**src/rtl/vga_timing_pkg.sv**
```systemverilog
// Shared constants for the 640x480@60 Hz VGA raster timing generator.
// The window bounds below describe the default 640x480 raster; the top
// recomputes the same bounds from its own parameters.
package vga_timing_pkg;

  localparam logic [9:0] H_SYNC_DEF  = 10'd96;
  localparam logic [9:0] H_BACK_DEF  = 10'd48;
  localparam logic [9:0] H_VALID_DEF = 10'd640;
  localparam logic [9:0] H_FRONT_DEF = 10'd16;
  localparam logic [9:0] H_TOTAL_DEF = H_SYNC_DEF + H_BACK_DEF + H_VALID_DEF + H_FRONT_DEF;

  localparam logic [9:0] V_SYNC_DEF  = 10'd2;
  localparam logic [9:0] V_BACK_DEF  = 10'd33;
  localparam logic [9:0] V_VALID_DEF = 10'd480;
  localparam logic [9:0] V_FRONT_DEF = 10'd10;
  localparam logic [9:0] V_TOTAL_DEF = V_SYNC_DEF + V_BACK_DEF + V_VALID_DEF + V_FRONT_DEF;

  // Active window (rgb_valid) and request window (one column earlier).
  localparam logic [9:0] H_ACT_START_DEF = H_SYNC_DEF + H_BACK_DEF;
  localparam logic [9:0] H_ACT_END_DEF   = H_ACT_START_DEF + H_VALID_DEF - 10'd1;
  localparam logic [9:0] H_REQ_START_DEF = H_ACT_START_DEF - 10'd1;
  localparam logic [9:0] H_REQ_END_DEF   = H_ACT_END_DEF - 10'd1;
  localparam logic [9:0] V_ACT_START_DEF = V_SYNC_DEF + V_BACK_DEF;
  localparam logic [9:0] V_ACT_END_DEF   = V_ACT_START_DEF + V_VALID_DEF - 10'd1;

  localparam logic [15:0] RGB565_BLACK = 16'h0000;
  localparam logic [9:0]  PIX_NONE     = 10'h3FF;

  // Inclusive range test used for every window decode.
  function automatic logic in_range(input logic [9:0] val,
                                    input logic [9:0] lo,
                                    input logic [9:0] hi);
    return (val >= lo) && (val <= hi);
  endfunction

endpackage

```
**src/rtl/vga_axis_counter.sv**
```systemverilog
// Wrapping 10-bit raster axis counter with increment enable and a
// terminal-count flag that is high on the enabled cycle that wraps it.
module vga_axis_counter
  import vga_timing_pkg::*;
#(
  parameter logic [9:0] MAX_CNT = H_TOTAL_DEF - 10'd1
) (
  input  logic       vga_clk,
  input  logic       sys_rst_n,
  input  logic       en,
  output logic [9:0] cnt,
  output logic       tc
);

  assign tc = en && (cnt == MAX_CNT);

  // Count up on enable, returning to zero on the same edge as the terminal count.
  always_ff @(posedge vga_clk or negedge sys_rst_n) begin
    if (!sys_rst_n) begin
      cnt <= 10'd0;
    end else if (en) begin
      cnt <= tc ? 10'd0 : cnt + 10'd1;
    end
  end

endmodule

```
**src/rtl/vga_timing_ctrl.sv**
```systemverilog
// VGA raster timing generator: horizontal/vertical counters, active-low
// syncs, pixel requests issued one cycle ahead of the active window, and
// RGB565 gating. Optional macro VGA_TIMING_FRAME_CNT_EN adds the
// frame_start pulse and the 16-bit frame counter.
module vga_timing_ctrl
  import vga_timing_pkg::*;
#(
  parameter logic [9:0] H_SYNC  = H_SYNC_DEF,
  parameter logic [9:0] H_BACK  = H_BACK_DEF,
  parameter logic [9:0] H_VALID = H_VALID_DEF,
  parameter logic [9:0] H_FRONT = H_FRONT_DEF,
  parameter logic [9:0] V_SYNC  = V_SYNC_DEF,
  parameter logic [9:0] V_BACK  = V_BACK_DEF,
  parameter logic [9:0] V_VALID = V_VALID_DEF,
  parameter logic [9:0] V_FRONT = V_FRONT_DEF
) (
  input  logic        vga_clk,
  input  logic        sys_rst_n,
  input  logic [15:0] pix_data,
  output logic [9:0]  pix_x,
  output logic [9:0]  pix_y,
  output logic        hsync,
  output logic        vsync,
  output logic [15:0] rgb
`ifdef VGA_TIMING_FRAME_CNT_EN
  ,
  output logic        frame_start,
  output logic [15:0] frame_cnt
`endif
);

  localparam logic [9:0] H_TOTAL     = H_SYNC + H_BACK + H_VALID + H_FRONT;
  localparam logic [9:0] V_TOTAL     = V_SYNC + V_BACK + V_VALID + V_FRONT;
  localparam logic [9:0] H_ACT_START = H_SYNC + H_BACK;
  localparam logic [9:0] H_ACT_END   = H_ACT_START + H_VALID - 10'd1;
  localparam logic [9:0] H_REQ_START = H_ACT_START - 10'd1;
  localparam logic [9:0] H_REQ_END   = H_ACT_END - 10'd1;
  localparam logic [9:0] V_ACT_START = V_SYNC + V_BACK;
  localparam logic [9:0] V_ACT_END   = V_ACT_START + V_VALID - 10'd1;

  logic [9:0] cnt_h;
  logic [9:0] cnt_v;
  logic       h_tc;
  logic       v_act;
  logic       rgb_valid;
  logic       pix_req;

  // Horizontal counter runs every pixel clock.
  vga_axis_counter #(.MAX_CNT(H_TOTAL - 10'd1)) u_h_cnt (
    .vga_clk   (vga_clk),
    .sys_rst_n (sys_rst_n),
    .en        (1'b1),
    .cnt       (cnt_h),
    .tc        (h_tc)
  );

`ifdef VGA_TIMING_FRAME_CNT_EN
  logic v_tc;

  // Vertical counter advances once per line; its terminal count marks the frame wrap.
  vga_axis_counter #(.MAX_CNT(V_TOTAL - 10'd1)) u_v_cnt (
    .vga_clk   (vga_clk),
    .sys_rst_n (sys_rst_n),
    .en        (h_tc),
    .cnt       (cnt_v),
    .tc        (v_tc)
  );

  logic        started;
  logic [15:0] frame_cnt_q;

  // Remember that at least one edge has passed since reset, so the reset-time 0/0 is not a frame start.
  always_ff @(posedge vga_clk or negedge sys_rst_n) begin
    if (!sys_rst_n) started <= 1'b0;
    else            started <= 1'b1;
  end

  // Count completed frames on the edge where both counters wrap.
  always_ff @(posedge vga_clk or negedge sys_rst_n) begin
    if (!sys_rst_n)  frame_cnt_q <= 16'd0;
    else if (v_tc)   frame_cnt_q <= frame_cnt_q + 16'd1;
  end

  assign frame_start = started && (cnt_h == 10'd0) && (cnt_v == 10'd0);
  assign frame_cnt   = frame_cnt_q;
`else
  // Vertical counter advances once per line; the frame-wrap flag has no consumer here.
  vga_axis_counter #(.MAX_CNT(V_TOTAL - 10'd1)) u_v_cnt (
    .vga_clk   (vga_clk),
    .sys_rst_n (sys_rst_n),
    .en        (h_tc),
    .cnt       (cnt_v),
    .tc        ()
  );
`endif

  // Syncs and windows are pure decodes of the counter registers.
  assign hsync     = (cnt_h >= H_SYNC);
  assign vsync     = (cnt_v >= V_SYNC);
  assign v_act     = in_range(cnt_v, V_ACT_START, V_ACT_END);
  assign rgb_valid = v_act && in_range(cnt_h, H_ACT_START, H_ACT_END);
  assign pix_req   = v_act && in_range(cnt_h, H_REQ_START, H_REQ_END);

  // Coordinates are only subtracted inside the request window, so they never underflow.
  assign pix_x = pix_req ? (cnt_h - H_REQ_START) : PIX_NONE;
  assign pix_y = pix_req ? (cnt_v - V_ACT_START) : PIX_NONE;
  assign rgb   = rgb_valid ? pix_data : RGB565_BLACK;

endmodule

```
**config.mk**
```make
export PLATFORM = sky130hd
export DESIGN_NAME = vga_timing_ctrl
export DESIGN_NICKNAME = d
export VERILOG_FILES = /design/src/rtl/vga_timing_pkg.sv /design/src/rtl/vga_axis_counter.sv /design/src/rtl/vga_timing_ctrl.sv
export SDC_FILE = /design/constraint.sdc
export NUM_CORES = 1
export LEC_CHECK = 0
export CAP_MARGIN = 20
export CORE_UTILIZATION = 50
export CTS_CLUSTER_DIAMETER = 50
export DETAILED_ROUTE_END_ITERATION = 16
export PLACE_DENSITY_LB_ADDON = 0.1
export REMOVE_ABC_BUFFERS = 1
export SLEW_MARGIN = 20
export SYNTH_ARGS = -nofsm -noshare
export SYNTH_HDL_FRONTEND = slang
export SYNTH_HIERARCHICAL = 1
export SYNTH_SLANG_ARGS = --single-unit
```
**constraint.sdc**
```tcl
create_clock -name vga_clk -period 6.9 [get_ports vga_clk]
set_clock_uncertainty 0.15 [all_clocks]
set_input_delay 1.725 -clock vga_clk [delete_from_list [all_inputs] [get_ports vga_clk]]
set_output_delay 1.725 -clock vga_clk [all_outputs]
set_load 0.01 [all_outputs]
```
After elaboration in Yosys (flattened, before gate mapping) --
Cells that the tools add are included.
Operators by class: $add $sub $neg 4, magnitude comparators 8, equality and inequality tests 2, mux-type cells 5, reductions and logical operators 6
Operators by type and width (count):
- 2-to-1 mux 10 bit | 4
- less-or-equal comparator 10 bit, second input constant | 3
- adder 10 x 1 -> 10 bit, second input constant | 2
- == test 10 bit, second input constant | 2
- >= comparator 10 x 8 -> 1 bit, second input constant | 2
- 2-to-1 mux 16 bit | 1
- >= comparator 10 x 2 -> 1 bit, second input constant | 1
- >= comparator 10 x 6 -> 1 bit, second input constant | 1
- >= comparator 10 x 7 -> 1 bit, second input constant | 1
- subtractor 10 x 6 -> 10 bit, second input constant | 1
- subtractor 10 x 8 -> 10 bit, second input constant | 1
- logical AND 1 bit | 6
Storage, ports and cells: register bits after elaboration 20, input port bits 18

Depth between registers and ports, before layout --
depth after elaboration 4, gate-level depth with buffers 8

Hierarchy --
The synthesis kept the hierarchy.
By module, submodules not included:
- vga_timing_ctrl | instances 1, cells each 100, area an instance 700.7 µm², sequential area each 0.0 µm²
- vga_axis_counter (u_v_cnt) | instances 1, cells each 52, area an instance 544.3 µm², sequential area each 250.2 µm²
- vga_axis_counter (u_h_cnt) | instances 1, cells each 47, area an instance 526.8 µm², sequential area each 250.2 µm²

Worst setup path before layout --
Ideal clock, no wire load.
kind input port to output port, start input pix_data[0], end output rgb[0], data arrival time 1.893 ns, data required time 5.025 ns, slack 3.132 ns, cell stages on the path 1, buffers on the path 0, cell sequence and2_2
On the way: cells in the longest elaborated chain, start to end 1
RTL lines:
- from (decl) | line vga_timing_ctrl.sv:19 | input logic [15:0] pix_data,
- 2-to-1 mux 16 bit | line vga_timing_ctrl.sv:107 | assign rgb = rgb_valid ? pix_data : RGB565_BLACK;
- to (decl) | line vga_timing_ctrl.sv:24 | output logic [15:0] rgb
No other way between the ends.

Worst setup path after layout --
start register u_v_cnt.cnt[0], end output rgb[9]
On the way: cells in the longest elaborated chain, start to end 4, elaborated cells between the ends (all ways) 5, classes of those cells order compare: 2; mux: 1; reduce/logical: 2
RTL lines:
- from (decl) | line vga_axis_counter.sv:11 | output logic [9:0] cnt,
- from (signal assigned) | line vga_axis_counter.sv:22 | cnt <= tc ? 10'd0 : cnt + 10'd1;
- >= comparator 10 x 6 -> 1 bit or less-or-equal comparator 10 bit (tied branches) | line vga_timing_pkg.sv:33 | return (val >= lo) && (val <= hi);
- logical AND 1 bit (*) | line vga_timing_pkg.sv:33
- logical AND 1 bit (*) | line vga_timing_ctrl.sv:101 | assign rgb_valid = v_act && in_range(cnt_h, H_ACT_START, H_ACT_END);
- 2-to-1 mux 16 bit (*) | line vga_timing_ctrl.sv:107
Mark *: on every way between the ends. The rest lies on a longest branch, timed or not.

==> summary.txt <==
Run status
  • Status: complete, no violations

Timing
  • Worst Tran Pin Value: 0.887 ns
  • Ratio of final minimum period to clock period: 69.7%
  • Rel. slew slack: 40.7%
  • Hold Fails Final Rpt: 0
  • Setup TNS: 0 ns
  • Setup violations, final: 0
  • RSZ-0062 raised after global routing: false
  • Tmin final: 4.81 ns
  • Achievable clock frequency: 0.208 GHz
  • Max Slew Vio Count: 0

Worst setup path
  • Critical path's most frequent cell: nor3_2
  • R2R Setup Slk: 4.31 ns
  • R2r endpoint: u_v_cnt/cnt[9]
  • Required @ worst endpoint: 5.03 ns
  • Critical Path AT: 2.94 ns
  • Crit path cell chain: ha_1 -> o41a_1 -> nor3_2 -> nor3_2 -> and2_2 -> clkdlybuf4s50_1
  • Setup crit end kind: output pin
  • Crit path kind: reg2out
  • Critical path's slowest cell: dfrtp_1
  • Max incr delay on CP: 0.62 ns
  • R2R cell count: 6
  • Critical Path Fanout Max: 16
  • Reg2reg start: u_h_cnt/cnt[0]
  • Startpoint types: flip-flop

Clocking
  • Htree depth: 1
  • Cts repair resizes: 0
  • CTS Root Cell: clkbuf_4
  • Post-CTS setup buffers: 0
  • CTS Hold Bufs: 0
  • CTS tree: built
  • Clock slew at reported path FFs: 0.10 ns
  • Clk buf depth: 2
  • TritonCTS Buffers: 3
  • Clock latency on the worst-skew pair: 0.28 ns
  • CTS sink cnt: 20

Worst hold path
  • Min-Delay Endpoint: u_v_cnt/cnt[8]
  • Hold WC Path Type: reg2reg
  • HP Start: u_v_cnt/cnt[8]
  • Hold Crit Depth: 1

Detailed routing
  • Pre-antenna DRT Iters: 4
  • Average via count per standard cell: 5.58
  • Routed Antenna Nets: 0
  • Final wirelength: 4180 um
  • Vias: 1651
  • First DRT Iteration DRCs: 50
  • DRC viols: 0
  • WL/cell: 14.1 um

Cells and area
  • Post-route cell area: 2350 um^2
  • Multi-input logic area: 1170 um^2
  • # diodes: 0
  • Layout cells sized above 1: 12.0%
  • Area Growth Syn to Fin: 32.5%
  • Final nets: 277
  • Non-filler cells, final: 296
  • Sequential Area: 500 um^2
  • FILL cells: 303

Power and ir drop
  • Clock share of power: 14.9%
  • Internal: 0.216 mW
  • Leak: 0.944 nW
  • Switch share: 37.2%
  • Sequential Power Share: 52.6%
  • Worst vdd ir: 191 uV
  • Comb pwr share: 32.6%
  • PD cells: 147 nW/um^2
  • Sw power: 0.128 mW

Synthesis
  • Count leader, synth: nand3_1
  • Mapped Cells: 199
  • Synth warn: 6
  • Yosys top cell by area: dfrtp_1
  • Cell variety after synth: 51
  • Seq/Total Area, Yosys: 28.2%
  • Synthesized area: 1770 um^2
  • Avg Inst Size Synth: 8.90 um^2
  • Fraction of registers with async set or reset after synthesis: 100%
  • Flops & latches, synth: 20
  • Synth Flop Type: dfrtp_1
  • Synth cell count leaders: 24 x nand3_1, 20 x dfrtp_1, 16 x xnor2_1
  • Synth top area share: 28.2%
  • Top cells by area, synth: dfrtp_1 28%, xnor2_1 7.9%, nand3_1 6.8%
  • EDFF count, synth: 0

Global routing
  • First-pass GRT wire length: 6450 um
  • Largest net degree at the start of global routing: 21
  • Gr usage total: 22.8%
  • Vias in the first global route: 1448
  • Total gr overflow: 0
  • Antenna violations before repair: 0

Floorplan
  • DIE WIDTH: 61.5 um
  • Die area: 3790 um^2
  • Chip height: 61.5 um
  • Row count: 21
  • Core Box Area: 3360 um^2
  • Starting Density: 52.7%
  • # IOs: 56

Flow run
  • Max Cap Violations: 0

Place
  • RePlAce Congestion: 0.806
  • Area after DPL: 2320 um^2
  • IO Port Bufs: 55
  • HPWL after DPL: 3110 um
  • Dpl cells: 293
-- critical path, delay by kind of cell (launching register included) --
| kind | cells | cell delay [ns] |
|---|---|---|
| simple gates | 3 | 0.90 |
| flops | 1 | 0.62 |
| buf+inv | 1 | 0.56 |
| fa+ha+maj | 1 | 0.30 |
| compound gates | 1 | 0.26 |
-- per-layer routing --
metal	global-route usage [%]	wire length [um]
met1	28.8	1900
met2	39.5	1890
met4	7.94	36
met3	3.57	360
met5	0	0
-- state kept, by name, indices dropped and copies added (netlist names) --
signal / count
u_h_cnt/cnt: 10
u_v_cnt/cnt: 10
-- power by group through the flow --
stage / clock network (mW) / logic, mW / registers (mW)
after floorplan: 0 / 0.0869 / 0.170
after global placement: 0 / 0.108 / 0.181
after detailed placement: 0 / 0.112 / 0.183
after CTS: 0.0543 / 0.113 / 0.180
after global routing: 0.0612 / 0.125 / 0.186
final: 0.0511 / 0.112 / 0.181
-- layout make-up --
cell class | instances | area share [%]
inverter | 9 | 1.44
clock buffer | 3 | 0.959
timing repair buffer | 56 | 23.8
multi-input combinational | 162 | 50.1
sequential | 20 | 21.3
tap | 46 | 2.45
-- cells in the final DEF (no fill, tap or decap), drive strengths merged, types with 2 or more instances in the layout --
cell type / instances
o211ai: 2
nand4: 9
ha: 7
nor4: 5
and2: 17
a31oi: 2
nand3: 24
nor3: 5
o21ai: 7
and3: 5
inv: 9
a21oi: 7
xor2: 8
nand2: 11
o31ai: 2
dfrtp: 20
and4: 4
clkbuf: 3
o22ai: 2
clkdlybuf4s50: 55
nor2: 10
xnor2: 16
-- logic make-up (layout without fill, tap and decap cells) --
group,Yosys count,in the layout,synth area share [%]
simple gates,96,96,34.4
buf+inv,17,68,5.44
xor+xnor,24,24,11.9
fa+ha+maj,7,7,4.94
mux,1,1,0.847
compound gates,33,33,14.1
flops,20,20,28.2
other cells,1,1,0.212
-- worst max path at each step --
stage                        start  endpoint  slack (ns)  cells past startpoint
floorplan           u_h_cnt/cnt[0]  pix_y[9]        2.86                      5
global placement       pix_data[9]    rgb[9]        2.16                      3
detailed placement    pix_data[10]   rgb[10]        2.16                      3
CTS                 u_v_cnt/cnt[0]    rgb[9]        2.03                      6
global route        u_v_cnt/cnt[0]    rgb[9]        1.82                      6
finish              u_v_cnt/cnt[0]    rgb[9]        2.09                      6
-- through the flow --
stage | setup WS, ns | utilization (%) | hold WS (ns) | total power [mW]
2_1_floorplan | 2.86 | - | 0.386 | 0.257
3_3_place_gp | 2.16 | 69.1 | 0.433 | 0.289
3_5_place_dp | 2.16 | 69.1 | 0.428 | 0.294
4_1_cts | 2.03 | 69.8 | 0.444 | 0.347
5_1_grt | 1.82 | 69.8 | 0.500 | 0.372
6_report | 2.09 | 69.8 | 0.442 | 0.344
Power figures use the tool's default switching activity.
